**src/rtl/wb_block_copy.sv**
```systemverilog
// wb_block_copy
//   Copies a block of 32-bit words from one word address to another over a
//   pipelined Wishbone master port: read one word, write it, repeat.
//
//   Ports
//     clk_i, rst_ni             : clock, asynchronous active-low reset
//     start_i                   : one-cycle launch pulse (accepted only when idle)
//     src_addr_i, dst_addr_i    : first source / destination word address
//     len_i                     : word count, 0 = no transfer
//     busy_o                    : copy in progress
//     done_o                    : one-cycle completion (or abort) pulse
//     err_o                     : sticky ack-timeout flag, cleared by next start
//     wb_stb_o, wb_we_o, wb_sel_o, wb_addr_o, wb_data_o : Wishbone request
//     wb_data_i, wb_ack_i, wb_stall_i                   : Wishbone response
module wb_block_copy #(
  parameter int ADDR_W      = 11,
  parameter int ACK_TIMEOUT = 16
) (
  input  logic              clk_i,
  input  logic              rst_ni,
  input  logic              start_i,
  input  logic [ADDR_W-1:0] src_addr_i,
  input  logic [ADDR_W-1:0] dst_addr_i,
  input  logic [ADDR_W-1:0] len_i,
  output logic              busy_o,
  output logic              done_o,
  output logic              err_o,
  output logic              wb_stb_o,
  output logic              wb_we_o,
  output logic [3:0]        wb_sel_o,
  output logic [ADDR_W-1:0] wb_addr_o,
  output logic [31:0]       wb_data_o,
  input  logic [31:0]       wb_data_i,
  input  logic              wb_ack_i,
  input  logic              wb_stall_i
);

  localparam int CNT_W = $clog2(ACK_TIMEOUT + 1);
  localparam logic [CNT_W-1:0] WAIT_LAST = CNT_W'(ACK_TIMEOUT - 1);

  typedef enum logic [2:0] {
    IDLE, RD_REQ, RD_WAIT, WR_REQ, WR_WAIT, FINISH
  } state_t;

  state_t            state, nextState;
  logic [ADDR_W-1:0] srcAddr, dstAddr, remain;
  logic [31:0]       dataReg;
  logic [CNT_W-1:0]  waitCnt;
  logic              inWait, timeout;

  assign inWait  = (state == RD_WAIT) || (state == WR_WAIT);
  // Last permitted wait cycle without an ack: give up at the next edge.
  assign timeout = inWait && !wb_ack_i && (waitCnt == WAIT_LAST);

  // Bus outputs decode straight from state so an asynchronous reset drops
  // the request in the same cycle.
  assign wb_stb_o  = (state == RD_REQ) || (state == WR_REQ);
  assign wb_we_o   = (state == WR_REQ);
  assign wb_sel_o  = 4'b1111;
  assign wb_addr_o = (state == WR_REQ) ? dstAddr : srcAddr;
  assign wb_data_o = dataReg;

  always_comb begin
    nextState = state;
    case (state)
      IDLE:    if (start_i) nextState = (len_i == '0) ? FINISH : RD_REQ;
      RD_REQ:  if (!wb_stall_i) nextState = RD_WAIT;
      RD_WAIT: begin
        if (wb_ack_i)     nextState = WR_REQ;
        else if (timeout) nextState = FINISH;
      end
      WR_REQ:  if (!wb_stall_i) nextState = WR_WAIT;
      WR_WAIT: begin
        if (wb_ack_i)     nextState = (remain == ADDR_W'(1)) ? FINISH : RD_REQ;
        else if (timeout) nextState = FINISH;
      end
      FINISH:  nextState = IDLE;
      default: nextState = IDLE;
    endcase
  end

  always_ff @(posedge clk_i or negedge rst_ni) begin
    if (!rst_ni) begin
      state   <= IDLE;
      srcAddr <= '0;
      dstAddr <= '0;
      remain  <= '0;
      dataReg <= '0;
      waitCnt <= '0;
      busy_o  <= 1'b0;
      done_o  <= 1'b0;
      err_o   <= 1'b0;
    end else begin
      state  <= nextState;
      // done is registered off FINISH, so it lands one cycle after FINISH,
      // and busy falls on that same cycle.
      done_o <= (state == FINISH);
      if (state == FINISH) busy_o <= 1'b0;

      // Wait counter restarts on every entry into a wait state.
      if (inWait && (nextState == state)) waitCnt <= waitCnt + CNT_W'(1);
      else                                waitCnt <= '0;

      if (state == IDLE && start_i) begin
        srcAddr <= src_addr_i;
        dstAddr <= dst_addr_i;
        remain  <= len_i;
        err_o   <= 1'b0;
        busy_o  <= 1'b1;
      end

      if (state == RD_WAIT && wb_ack_i) dataReg <= wb_data_i;

      // Addresses wrap naturally at ADDR_W bits; the count is independent.
      if (state == WR_WAIT && wb_ack_i) begin
        srcAddr <= srcAddr + ADDR_W'(1);
        dstAddr <= dstAddr + ADDR_W'(1);
        remain  <= remain - ADDR_W'(1);
      end

      if (timeout) err_o <= 1'b1;
    end
  end

endmodule
```
**config.mk**
```make
export PLATFORM = sky130hd
export DESIGN_NAME = wb_block_copy
export DESIGN_NICKNAME = d
export VERILOG_FILES = /design/src/rtl/wb_block_copy.sv
export SDC_FILE = /design/constraint.sdc
export NUM_CORES = 1
export LEC_CHECK = 0
export BUFFER_PORTS_ARGS = -buffer_cell sky130_fd_sc_hd__buf_2
export CORE_UTILIZATION = 46
export DETAILED_ROUTE_END_ITERATION = 10
export PLACE_DENSITY = 0.76
export SLEW_MARGIN = 10
export SYNTH_ARGS = -nofsm -noshare
export SYNTH_HDL_FRONTEND = slang
export SYNTH_SLANG_ARGS = --single-unit
```
**constraint.sdc**
```tcl
create_clock -name clk_i -period 1.75 [get_ports clk_i]
set_input_delay 0.0875 -clock clk_i [delete_from_list [all_inputs] [get_ports clk_i]]
set_output_delay 0.0875 -clock clk_i [all_outputs]
set_load 0.05 [all_outputs]
```
==> results of run 1 <==
tightest hold or removal path: stages:
cell and delay, ns:
buf_2 0.10, nor2_2 0.09, a211oi_1 0.05
flip-flops by register name (all words and copies together), names as in the netlist:
register	flops
dstAddr	11
err_o	1
busy_o	1
remain	11
waitCnt	5
done_o	1
state	3
wb_data_o	32
srcAddr	11
per-stage QoR:
stage	instance area (um^2)	TNS [ns]	setup WS (ns)	std cells	total power (uW)
after floorplan	3840	-0.205	-0.0887	355	7270
after global placement	4600	0	0.0222	572	8460
after detailed placement	4600	-0.0183	-0.0183	572	8610
after CTS	5440	-0.0103	-0.00882	638	10700
after global routing	5720	-2.17	-0.120	647	11800
final	5720	-0.443	-0.0636	647	11300
worst max-delay path by stage:
| stage | from | end | cells past startpoint |
|---|---|---|---|
| final | state[2]$_DFF_PN0_ | dstAddr[4]$_DFFE_PN0P_ | 4 |
| after global routing | state[0]$_DFF_PN0_ | remain[7]$_DFFE_PN0P_ | 6 |
| after CTS | state[1]$_DFF_PN0_ | remain[9]$_DFFE_PN0P_ | 6 |
| after detailed placement | waitCnt[0]$_DFF_PN0_ | state[0]$_DFF_PN0_ | 7 |
| after global placement | waitCnt[0]$_DFF_PN0_ | state[0]$_DFF_PN0_ | 7 |
| after floorplan | state[2]$_DFF_PN0_ | wb_addr_o[2] | 5 |
layout make-up:
cell class,instances,area (um^2)
tap,102,128
timing repair buffer,196,1470
clock buffer,9,124
inverter,12,45.0
multi-input combinational,246,1900
clock inverter,6,138
sequential,76,1910
fill,529,2170
placed cells by master (no fill, tap or decap), types with 3 or more instances in the layout:
| cell | n |
|---|---|
| buf_2 | 105 |
| dfrtp_1 | 73 |
| dlygate4sd3_1 | 47 |
| mux2_2 | 39 |
| nor2_1 | 32 |
| nand2_1 | 23 |
| buf_4 | 23 |
| nand3_1 | 15 |
| o21ai_0 | 14 |
| buf_6 | 14 |
| inv_1 | 12 |
| a21oi_1 | 10 |
| clkbuf_8 | 9 |
| o211ai_1 | 7 |
| nand4_1 | 6 |
| a311oi_1 | 6 |
| nor4_1 | 5 |
| a21oi_2 | 5 |
| o21ai_1 | 4 |
| nor2_2 | 4 |
| o22ai_2 | 4 |
| nor3_1 | 4 |
| ha_1 | 4 |
| conb_1 | 4 |
| bufinv_16 | 4 |
| buf_12 | 4 |
| a211oi_1 | 3 |
| a22oi_1 | 3 |
| a221o_1 | 3 |
| a211oi_2 | 3 |
| dfrtp_2 | 3 |
report_power, final:
part	total (uW)	internal (uW)	switching, uW
sequential	3250	2560	686
combinational	6260	2320	3950
clock	1760	1090	674
logic make-up after synthesis:
| kind of cell | after synthesis | share of synthesized area (%) |
|---|---|---|
| xor+xnor | 3 | 0.688 |
| other cells | 1 | 0.0982 |
| buf+inv | 34 | 5.17 |
| simple gates | 112 | 15.2 |
| compound gates | 79 | 15.0 |
| mux | 41 | 12.1 |
| fa+ha+maj | 6 | 1.97 |
| flops | 76 | 49.8 |
repair_timing:
action | 4_1_cts | 5_1_grt
setup buffers | 4 | 5
gates resized for setup | 25 | 45
hold buffers | 47 | 0
setup endpoints to repair | 13 | 36
endpoints found under the hold margin | 122 | 0
cloned | 0 | 4
pin swaps | 2 | 16
metal layers:
| metal | vias to the layer above | wire length (um) | global-route usage, % |
|---|---|---|---|
| li1 | 1666 | - | - |
| met1 | 1698 | 4630 | 31.7 |
| met2 | 171 | 5420 | 40.4 |
| met3 | 27 | 711 | 4.88 |
| met4 | 0 | 223 | 7.44 |
| met5 | - | 0 | 0 |
==> results_dict.tcl, run 1 <==
set metrics [dict create \
    yosys.area.top_type_share_pct 49.8 \
    rsz0062_at_grt "yes" \
    status "finished with violations" \
    cts-htree-levels 3 \
    core-area_um2 7890 \
    maxCapViolCount 0 \
    worst_pin_slew_ns 0.619 \
    hp-start "src_addr_i[4]" \
    die_area_um2 8670 \
    r2r_slack_ns -0.06 \
    grt_pass1_wl_um 16300 \
    hold_depth 3 \
    syn_inst 352 \
    dp_hpwl_um 6550 \
    netlist_top_cells_count "76 x dfrtp_1, 39 x mux2_2, 37 x nor2_1" \
    synth_area_leaders "dfrtp_1 50%, mux2_2 11%, nor2_1 3.6%" \
    grt_max_degree 77 \
    ys_async_sr_fraction_pct 100 \
    row_count 32 \
    synth.distinct_cells 58 \
    die_h_um 93.1 \
    min_to "srcAddr[4]$_DFFE_PN0P_" \
    cpMaxStageDelayCell "or4b_4" \
    via_per_inst 5.51 \
    hold_ws_ns 0.00903 \
    period_minus_slack_ns 1.81 \
    finalWorstSetupSlack_ns -0.0636 \
    maxSlewViolCount 0 \
    area_growth_pct 49.6 \
    cts_tree "done" \
    yosysMostFrequentCell "dfrtp_1" \
    nets 617 \
    numCtsBuffers 9 \
    powerDensity_nw_per_um2 1970 \
    synth_edf_count 0 \
    setup_viol 20 \
    first_global_vias 3425 \
    reg2reg_depth 4 \
    crit_family "simple AND/OR/NAND/NOR gates" \
    synth_seq_cells 76 \
    power.leakage_uw 0.00256 \
    clk_path_buf_depth 2 \
    synth_ff_type "dfrtp_1" \
    cp_max_fo 10 \
    critPathBufInv 2 \
    hold_class "primary input to register" \
    synth_warnings 0 \
    initial_utilization_pct 48.4 \
    via_count 3562 \
    worst_setup_path_end_kind "register" \
    wl_um 11000 \
    io_buffers 117 \
    final_util_pct 72.5 \
    ys_seq_area_share_pct 49.8 \
    grt_overflow_total 0 \
    io_pins 122 \
    yosysTopAreaCell "dfrtp_1" \
    crit_type "register to register" \
    min_period_over_period_pct 104 \
    slowest_delay_ns 0.61 \
    worstPathCellList "buf_4, or4b_4, buf_12, o221a_2" \
    die_w_um 93.1 \
    globalplace.congestion 0.854 \
    crit_arrival_ns 2.05 \
    drt_iter0_drc 161 \
    timing_hold_violations_final 0 \
    slew_headroom_pct 58.4 \
    num_antenna_cells 0 \
    first_pass_iters 4 \
    r2r-end "dstAddr[4]$_DFFE_PN0P_" \
    peakVddDrop_v 0.00175 \
    clkTransAtPathRegs_ns 0.08 \
    antenna_found_initial 0 \
    syn_area_per_cell_um2 10.9 \
    worstSkewPairLatency_ns 0.35 \
    track_usage_pct 24.2 \
    clock-sinks 76 \
    start_kind "register" \
    drive_above_1_share_pct 45.3 \
    wire_per_inst_um 17.0 \
    ant_nets 0 \
    route.detailed.drc 0 \
    r2r_start "state[2]$_DFF_PN0_" \
    root_buffer "clkbuf_8" \
    finalClockSkew_ns 0.0123 \
    fmax_ghz 0.551 \
    syn_area_um2 3820 \
    violations "negative setup slack" \
    required_ns 1.99 \
]
Note: power is estimated with default switching activity, not from simulation.
==> run 2: changes to the inputs <==
--- a/config.mk
+++ b/config.mk
@@ -8,6 +8,7 @@
 export BUFFER_PORTS_ARGS = -buffer_cell sky130_fd_sc_hd__buf_2
 export CORE_UTILIZATION = 46
 export DETAILED_ROUTE_END_ITERATION = 10
+export GPL_TIMING_DRIVEN = 0
 export PLACE_DENSITY = 0.76
 export SLEW_MARGIN = 10
 export SYNTH_ARGS = -nofsm -noshare
==> run 2 against run 1 <==
  * The run still ends with negative setup slack left
  * Sequential share of layout area is 0.58 points lower
  * Clock skew is 0.0020 ns lower
  * Global-route usage grew 2.3 points
  * Combinational power up 5.6%
  * Core utilization up 1.2 points
  * Die area is the same
  * Final cell count is 1.2% higher
  * Clock-buffer cell count did not move
  * Sequential cell count is the same
  * First-iteration DRC count grew 12%
  * Critical endpoint is now srcAddr[3]$_DFFE_PN0P_
==> results_dict.tcl, run 2 (synthesis gave the netlist of run 1 again) <==
set metrics [dict create \
    fill_cells 492 \
    wire_per_inst_um 17.8 \
    grt_overflow_total 0 \
    hold_class "primary input to register" \
    cts_tree "done" \
    nets 624 \
    numCtsBuffers 9 \
    setup_viol 19 \
    timing_hold_violations_final 0 \
    die_area_um2 8670 \
    grt_max_degree 48 \
    wl_met3_um 874 \
    cts-htree-levels 3 \
    row_count 32 \
    multiInputGateArea_um2 1920 \
    design_area_um2 5810 \
    globalplace.congestion 0.845 \
    first_global_vias 3585 \
    dp_hpwl_um 6900 \
    mostFrequentLayoutCells "106 x buf_2, 74 x dfrtp_1, 50 x dlygate4sd3_1" \
    status "finished with violations" \
    track_usage_pct 26.5 \
    final-seq-area_um2 1900 \
    final_cells 655 \
    maxSlewViolCount 0 \
    violations "negative setup slack" \
    root_buffer "clkbuf_8" \
    min_period_over_period_pct 104 \
    antenna_found_initial 0 \
    route.detailed.drc 0 \
    largest_reg_flops 32 \
    dp_cells 575 \
    p_total_uw 11200 \
    via_per_inst 5.69 \
    io_buffers 117 \
    grt_pass1_wl_um 17400 \
    first_pass_iters 5 \
    powerDensity_nw_per_um2 1930 \
    die_w_um 93.1 \
    via_count 3728 \
    postPlaceCellArea_um2 4590 \
    power.leakage_uw 0.00262 \
    clock-sinks 76 \
    ant_nets 0 \
    required_ns 2.00 \
    met1_length_um 4630 \
    period_minus_slack_ns 1.81 \
    final_common_cell "buf_2" \
    initial_utilization_pct 48.4 \
    final_util_pct 73.7 \
    num_antenna_cells 0 \
    crit_arrival_ns 2.06 \
    worstSkewPairLatency_ns 0.36 \
    area_growth_pct 52.2 \
    rsz0062_at_grt "yes" \
    worst_setup_path_end_kind "register" \
    wl_um 11600 \
    clkTransAtPathRegs_ns 0.09 \
    drt_iter0_drc 180 \
    start_kind "register" \
    fmax_ghz 0.552 \
    slew_headroom_pct 59.3 \
    die_h_um 93.1 \
    cp_max_fo 6 \
    maxCapViolCount 0 \
    drive_above_1_share_pct 46.1 \
    wl_met2_um 5750 \
    finalClockSkew_ns 0.0103 \
    worst_pin_slew_ns 0.608 \
    peakVddDrop_v 0.00120 \
    crit_type "register to register" \
    io_pins 122 \
    hold_ws_ns 0.000905 \
    clk_path_buf_depth 2 \
    routed.top_layer "met4" \
    core-area_um2 7890 \
    finalWorstSetupSlack_ns -0.0627 \
]
run 2: cell count changes in the layout (fill, tap and decap cells not counted), moves of 5 or more:
cell / previous run / this run
mux2_2: 39 / 32
buf_4: 23 / 18
mux2_4: 0 / 7
buf_8: 1 / 13
buf_6: 14 / 9
run 2: worst paths after layout:
check	start	endpoint	slack, ns	cells after the start
worst min-delay path	src_addr_i[8]	srcAddr[8]$_DFFE_PN0P_	0.0009	3
worst max register to register	state[1]$_DFF_PN0_	srcAddr[3]$_DFFE_PN0P_	-0.06	6
worst min register to register	wb_data_o[8]$_DFFE_PN0P_	wb_data_o[8]$_DFFE_PN0P_	0.49	1
worst max-delay path	state[1]$_DFF_PN0_	srcAddr[3]$_DFFE_PN0P_	-0.06	6
max in group asynchronous	rst_ni	state[2]$_DFF_PN0_	0.99	3
min in group asynchronous	rst_ni	wb_data_o[29]$_DFFE_PN0P_	0.19	2
run 2: metal layers:
layer | vias up | GRT usage, %
met4 | 0 | 7.95
li1 | 1683 | -
met3 | 41 | 6.50
met5 | - | 0
met2 | 217 | 47.4
met1 | 1787 | 31.3
run 2: stage by stage:
step	setup WS (ns)	setup TNS (ns)
6_report	-0.0627	-0.411
5_1_grt	-0.120	-2.09
4_1_cts	-0.0264	-0.0929
3_5_place_dp	-0.127	-2.32
3_3_place_gp	-0.122	-2.05
2_1_floorplan	-0.0887	-0.205
run 2: area by class of cell:
cell class | count | share of cell area (%)
timing repair buffer | 184 | 24.4
sequential | 76 | 32.8
inverter | 12 | 0.818
tap | 102 | 2.20
multi-input combinational | 245 | 33.1
clock buffer | 9 | 2.13
buffer | 20 | 3.51
clock inverter | 7 | 1.08
run 2: worst max-delay path: stages (launching register included):
cell and delay, ns:
dfrtp_2 0.45, buf_6 0.14, or4b_4 0.58, buf_8 0.17, clkbuf_16 0.16, nor2_1 0.15, a21oi_1 0.06
run 2: power breakdown:
group	total [uW]	leakage (uW)	switching (uW)	internal, uW
sequential	3300	0.000903	740	2560
clock	1290	0.0000931	746	547
combinational	6610	0.00163	4030	2580
run 2: repair_timing:
item	CTS	global route
pin swaps	5	17
buffers inserted	10	3
endpoints found under the setup margin	54	74
endpoints found under the hold margin	76	2
hold buffers	48	2
gates cloned	1	2
gates resized for setup	55	53
